$ cat config.mk
export PLATFORM = sky130hd
export DESIGN_NAME = hemaia_clk_div_sequencer
export DESIGN_NICKNAME = d
export VERILOG_FILES = /design/src/rtl/hemaia_clk_div_sequencer.sv
export SDC_FILE = /design/constraint.sdc
export NUM_CORES = 1
export LEC_CHECK = 0
export ABC_AREA = 1
export ABC_CLOCK_PERIOD_IN_PS = 3000
export CAP_MARGIN = 0
export CORE_MARGIN = 2
export CORE_UTILIZATION = 45
export CTS_BUF_LIST = sky130_fd_sc_hd__clkbuf_8
export CTS_CLUSTER_SIZE = 16
export DETAILED_ROUTE_END_ITERATION = 12
export PLACE_DENSITY = 0.69
export SLEW_MARGIN = 20
export SYNTH_ARGS = -nofsm -noshare
export SYNTH_HDL_FRONTEND = slang
export SYNTH_SLANG_ARGS = --single-unit
$ cat constraint.sdc
create_clock -name clk_i -period 3 [get_ports clk_i]
set_clock_uncertainty 0.2 [all_clocks]
set_input_delay 0.6 -clock clk_i [delete_from_list [all_inputs] [get_ports clk_i]]
set_output_delay 0.6 -clock clk_i [all_outputs]
set_load 0.01 [all_outputs]
$ cat src/rtl/hemaia_clk_div_sequencer.sv
// Sequences per-domain clock divisor changes: optional domain reset hold, one-cycle
// load pulse, settle wait for the divider period boundary, then reset release and done.

module hemaia_clk_div_sequencer_chk #(
    parameter int NumDomains = 4
) (
    input  logic                  clk_i,
    input  logic                  rst_ni,
    input  logic [NumDomains-1:0] divisor_valid,
    input  logic                  done
);

    logic prev_done_r;

    // Remember last cycle's done pulse for the back-to-back check
    always_ff @(posedge clk_i or negedge rst_ni) begin
        if (!rst_ni) begin
            prev_done_r <= 1'b0;
        end else begin
            prev_done_r <= done;
        end
    end

    valid_onehot0_a: assert property (@(posedge clk_i) disable iff (!rst_ni)
        $onehot0(divisor_valid));

    done_not_consecutive_a: assert property (@(posedge clk_i) disable iff (!rst_ni)
        !(done && prev_done_r));

endmodule

module hemaia_clk_div_sequencer #(
    parameter int NumDomains       = 4,
    parameter int MaxDivisionWidth = 4,
    parameter int DefaultDivision  = 1,
    parameter int RstHoldCycles    = 4,
    parameter int SettleCycles     = 32,
    parameter int DomW             = (NumDomains > 1) ? $clog2(NumDomains) : 1
) (
    input  logic                                  clk_i,
    input  logic                                  rst_ni,
    input  logic                                  req_valid_i,
    output logic                                  req_ready_o,
    input  logic [DomW-1:0]                       req_domain_i,
    input  logic [MaxDivisionWidth-1:0]           req_divisor_i,
    input  logic                                  req_rst_en_i,
    output logic [NumDomains*MaxDivisionWidth-1:0] divisor_o,
    output logic [NumDomains-1:0]                 divisor_valid_o,
    output logic [NumDomains-1:0]                 domain_rst_no,
    output logic                                  busy_o,
    output logic                                  done_o,
    output logic                                  done_err_o,
    output logic [DomW-1:0]                       done_domain_o
);

    localparam int CntMax = (RstHoldCycles > SettleCycles) ? RstHoldCycles : SettleCycles;
    localparam int CntW   = $clog2(CntMax + 1);
    localparam logic [CntW-1:0]             RstHoldLoad = CntW'(RstHoldCycles - 1);
    localparam logic [CntW-1:0]             SettleLoad  = CntW'(SettleCycles - 1);
    localparam logic [MaxDivisionWidth-1:0] DefDiv      = MaxDivisionWidth'(DefaultDivision);
    localparam logic [DomW:0]               NumDomLim   = (DomW + 1)'(NumDomains);

    typedef enum logic [2:0] {
        ST_INIT       = 3'd0,
        ST_IDLE       = 3'd1,
        ST_ASSERT_RST = 3'd2,
        ST_LOAD       = 3'd3,
        ST_SETTLE     = 3'd4,
        ST_DONE       = 3'd5
    } state_e;

    state_e                      state_r;
    logic [CntW-1:0]             cnt_r;
    logic [DomW-1:0]             dom_r;
    logic [MaxDivisionWidth-1:0] div_cap_r;
    logic [MaxDivisionWidth-1:0] divisor_r [NumDomains];
    logic [NumDomains-1:0]       valid_r;
    logic [NumDomains-1:0]       rstn_r;
    logic                        ready_r;
    logic                        busy_r;
    logic                        done_r;
    logic                        done_err_r;
    logic [DomW-1:0]             done_dom_r;

    logic accept_s;
    logic oob_s;

    // Request handshake and out-of-range domain detection
    always_comb begin
        accept_s = req_valid_i && ready_r;
        oob_s    = ({1'b0, req_domain_i} >= NumDomLim);
    end

    // Sequencer FSM; every output is a register written here
    always_ff @(posedge clk_i or negedge rst_ni) begin
        if (!rst_ni) begin
            state_r    <= ST_INIT;
            cnt_r      <= RstHoldLoad;
            dom_r      <= '0;
            div_cap_r  <= '0;
            for (int d = 0; d < NumDomains; d++) begin
                divisor_r[d] <= DefDiv;
            end
            valid_r    <= '0;
            rstn_r     <= '0;
            ready_r    <= 1'b0;
            busy_r     <= 1'b1;
            done_r     <= 1'b0;
            done_err_r <= 1'b0;
            done_dom_r <= '0;
        end else begin
            valid_r    <= '0;
            done_r     <= 1'b0;
            done_err_r <= 1'b0;
            case (state_r)
                ST_INIT: begin
                    if (cnt_r == '0) begin
                        rstn_r  <= '1;
                        ready_r <= 1'b1;
                        busy_r  <= 1'b0;
                        state_r <= ST_IDLE;
                    end else begin
                        cnt_r <= cnt_r - CntW'(1);
                    end
                end
                ST_IDLE: begin
                    if (accept_s) begin
                        dom_r     <= req_domain_i;
                        div_cap_r <= req_divisor_i;
                        ready_r   <= 1'b0;
                        busy_r    <= 1'b1;
                        if (oob_s) begin
                            // Rejected: acknowledge without touching any divider or reset
                            done_r     <= 1'b1;
                            done_err_r <= 1'b1;
                            done_dom_r <= req_domain_i;
                            state_r    <= ST_DONE;
                        end else if (req_rst_en_i) begin
                            rstn_r[req_domain_i] <= 1'b0;
                            cnt_r                <= RstHoldLoad;
                            state_r              <= ST_ASSERT_RST;
                        end else begin
                            divisor_r[req_domain_i] <= req_divisor_i;
                            valid_r[req_domain_i]   <= 1'b1;
                            state_r                 <= ST_LOAD;
                        end
                    end
                end
                ST_ASSERT_RST: begin
                    if (cnt_r == '0) begin
                        divisor_r[dom_r] <= div_cap_r;
                        valid_r[dom_r]   <= 1'b1;
                        state_r          <= ST_LOAD;
                    end else begin
                        cnt_r <= cnt_r - CntW'(1);
                    end
                end
                ST_LOAD: begin
                    cnt_r   <= SettleLoad;
                    state_r <= ST_SETTLE;
                end
                ST_SETTLE: begin
                    if (cnt_r == '0) begin
                        rstn_r[dom_r] <= 1'b1;
                        done_r        <= 1'b1;
                        done_dom_r    <= dom_r;
                        state_r       <= ST_DONE;
                    end else begin
                        cnt_r <= cnt_r - CntW'(1);
                    end
                end
                ST_DONE: begin
                    ready_r <= 1'b1;
                    busy_r  <= 1'b0;
                    state_r <= ST_IDLE;
                end
                default: begin
                    // Illegal encoding: restart the power-up sequence
                    cnt_r   <= RstHoldLoad;
                    rstn_r  <= '0;
                    ready_r <= 1'b0;
                    busy_r  <= 1'b1;
                    state_r <= ST_INIT;
                end
            endcase
        end
    end

    for (genvar d = 0; d < NumDomains; d++) begin : g_div_out
        assign divisor_o[d*MaxDivisionWidth +: MaxDivisionWidth] = divisor_r[d];
    end

    assign divisor_valid_o = valid_r;
    assign domain_rst_no   = rstn_r;
    assign req_ready_o     = ready_r;
    assign busy_o          = busy_r;
    assign done_o          = done_r;
    assign done_err_o      = done_err_r;
    assign done_domain_o   = done_dom_r;

    hemaia_clk_div_sequencer_chk #(
        .NumDomains(NumDomains)
    ) u_chk (
        .clk_i        (clk_i),
        .rst_ni       (rst_ni),
        .divisor_valid(valid_r),
        .done         (done_r)
    );

endmodule

==> summary.txt <==
Floorplanning
  • FP Rows: 27
  • Die area: 6220 um2
  • Die height: 78.9 um
  • Core Region: 5470 um2
  • Die width: 78.9 um
  • Top Ports: 40
  • Initial core utilization: 0.461

Yosys
  • Count leader, synth: nand2_1
  • Commonest cells post-synth: nand2_1 (131), inv_1 (40), dfrtp_1 (37), nor2_1 (35), nand3_1 (33)
  • Post-Syn Area: 2520 um2
  • Post-synth EDFFs: 0
  • Avg Cell Area, Syn: 7.10 um2
  • Net Count, Synth: 366
  • Synth Warn #: 0
  • Post-synthesis sequential area ratio: 0.440
  • Number of synthesized register bits: 44
  • Area contributors post-synth: dfrtp_1 (37%), nand2_1 (20%), dfstp_2 (7.3%)
  • Top FF cell, synth: dfrtp_1
  • Synth Instances: 355
  • Post-synth ARST share: 1.00
  • Distinct cell type count after synthesis: 26
  • Leading area contributor after synthesis: dfrtp_1
  • Top cell type's share of synthesized area: 0.367

Final layout
  • # fillers: 557
  • Antenna cells: 0
  • Area delta synth->final: 20.6%
  • Layout cells sized above 1: 0.0835
  • Nets: 405
  • Design Area, Final: 3040 um2

Drt
  • Post-route ant nets: 0
  • DRT Pass-1 Iters: 4
  • Via/cell ratio: 4.99
  • DRC Markers: 0
  • DR WL/cell: 12.8 um
  • WL final: 5960 um
  • Initial drt markers: 125
  • Vias: 2332

Outcome
  • Status: completed

Critical path
  • Reg2Reg Depth: 8
  • Crit path cell chain: clkdlybuf4s50_1
  • Worst R2R Setup Slack: 830 ps
  • Worst R2R Start: cnt_r[0]$_DFFE_PN1P_
  • CP Max Fanout: 2
  • Crit path kind: reg -> out
  • Top delay family on crit path: flip-flops
  • Slowest CP cell: dfstp_2
  • Setup crit start kind: flop
  • Crit end category: primary output
  • Critical R2R Capture: domain_rst_no[3]$_DFFE_PN0P_
  • CP max stage delay: 540 ps
  • WP buf/inv: 1
  • CP required: 2200 ps
  • WP data arrival: 1380 ps
  • Worst setup path start: divisor_o[8]$_DFFE_PN1P_

Hold path
  • Hold Crit Class: in -> async

Timing
  • Relative slew slack: 0.628
  • RSZ-0062 raised after global routing: false
  • Hold Vio Cnt, Final: 0
  • Total negative slack: 0 ps
  • Setup-failing EPs final: 0
  • Fin worst setup slack: 823 ps
  • Tmin final: 2180 ps
  • Max Freq: 459 MHz
  • Final clock period utilization by the worst path: 0.726
  • Slew of the pin with the lowest slew margin: 559 ps
  • Final Slew Violations: 0

Global routing
  • Global-route wire length before repair: 10500 um
  • Gr usage total: 0.212
  • Grt total ovfl: 0
  • Vias in the first global route: 2295
  • Initial antenna violation count: 0
  • Largest net degree at the start of global routing: 45

Clock tree
  • Setup repair bufs after CTS: 0
  • Clock slew at the register clock pins of the worst setup and hold paths: 90 ps
  • Clk_lat worst skew: 300 ps
  • Cts hold-fix bufs: 0
  • H-tree depth: 2
  • TritonCTS buffer count: 5
  • Clk sinks: 44
  • Clock Path Buffers: 2
  • Cts repair resizes: 0
  • CTS tree: done
  • Root Buffer: clkbuf_8

Placement
  • Detailed placer's ending HPWL: 4400 um
  • Routability cong.: 0.883
  • Port bufs: 38
  • Placed inst area: 2950 um2
  • Pre-CTS setup slack: 676 ps

Flow run
  • Max Cap Violations: 0

Power
  • Cell area power density: 898 nW/um2
  • Pleak: 1.59 nW
  • Max rail drop VDD: 0.000687 V
==> cell type report <==
type / count / area, um2 / share of cell area
multi-input cells: 263 / 1210 / 0.398
flip-flops and latches: 44 / 1110 / 0.365
repair buffers: 39 / 385 / 0.127
inverters: 41 / 154 / 0.0506
well taps: 72 / 90.1 / 0.0296
clock buffers: 5 / 68.8 / 0.0226
clock inverters: 3 / 23.8 / 0.00782
==> report_power, final <==
part / switching, W / internal (W) / total [W]
combinational: 0.000866 / 0.000512 / 0.00138
sequential: 0.000152 / 0.000817 / 0.000969
clock: 0.000219 / 0.000165 / 0.000384
total: 0.00124 / 0.00149 / 0.00273
==> state kept, by name (all words and copies together), names as in the netlist <==
signal,cells
divisor_o,16
cnt_r,6
div_cap_r,4
divisor_valid_o,4
domain_rst_no,4
state_r,3
dom_r,2
done_domain_o,2
busy_o,1
done_o,1
req_ready_o,1
==> routing by layer <==
| metal | up-vias | track usage | share of wire |
|---|---|---|---|
| li1 | 1207 | - | - |
| met1 | 1062 | 0.295 | 0.48 |
| met2 | 54 | 0.340 | 0.46 |
| met3 | 9 | 0.0341 | 0.043 |
| met4 | 0 | 0.0655 | 0.014 |
| met5 | - | 0 | 0 |
==> cell families (layout without fill, tap and decap cells) <==
| family | Yosys count | in the layout | share of synthesized area |
|---|---|---|---|
| compound gates | 30 | 30 | 0.0610 |
| xor+xnor | 1 | 1 | 0.00347 |
| fa+ha+maj | 1 | 1 | 0.00496 |
| buf+inv | 48 | 88 | 0.0804 |
| flops | 44 | 44 | 0.440 |
| other cells | 1 | 1 | 0.00149 |
| simple gates | 230 | 230 | 0.408 |
==> worst max path at each step <==
stage,to,depth (start not counted)
global placement,divisor_o[15]$_DFFE_PN0P_,8
finish,divisor_o[8],1
detailed placement,divisor_o[5]$_DFFE_PN0P_,8
floorplan,divisor_o[10]$_DFFE_PN0P_,8
global route,domain_rst_no[1]$_DFFE_PN0P_,8
CTS,domain_rst_no[3]$_DFFE_PN0P_,8
==> metrics by stage <==
stage	util	total power [W]	cells	hold WS (ps)
after CTS	0.555	0.00275	467	266
final	0.556	0.00273	467	69.0
after detailed placement	0.538	0.00235	459	253
after global placement	0.538	0.00232	459	251
after global routing	0.556	0.00300	467	123
after floorplan	-	0.00191	355	104
==> cells in the final DEF (no fill, tap or decap), drive strengths merged <==
cell type | netlist | final
a21oi | 2 | 2
buf | 7 | 2
clkbuf | 0 | 5
clkdlybuf4s50 | 0 | 37
clkinv | 0 | 1
clkinvlp | 0 | 2
conb | 1 | 1
dfrtp | 37 | 37
dfstp | 7 | 7
ha | 1 | 1
inv | 41 | 41
nand2 | 140 | 140
nand3 | 35 | 35
nand3b | 1 | 1
nand4 | 16 | 16
nor2 | 38 | 38
o211ai | 1 | 1
o21ai | 26 | 26
o22ai | 1 | 1
xnor2 | 1 | 1
No activity file was read; power rests on OpenSTA's default activity.
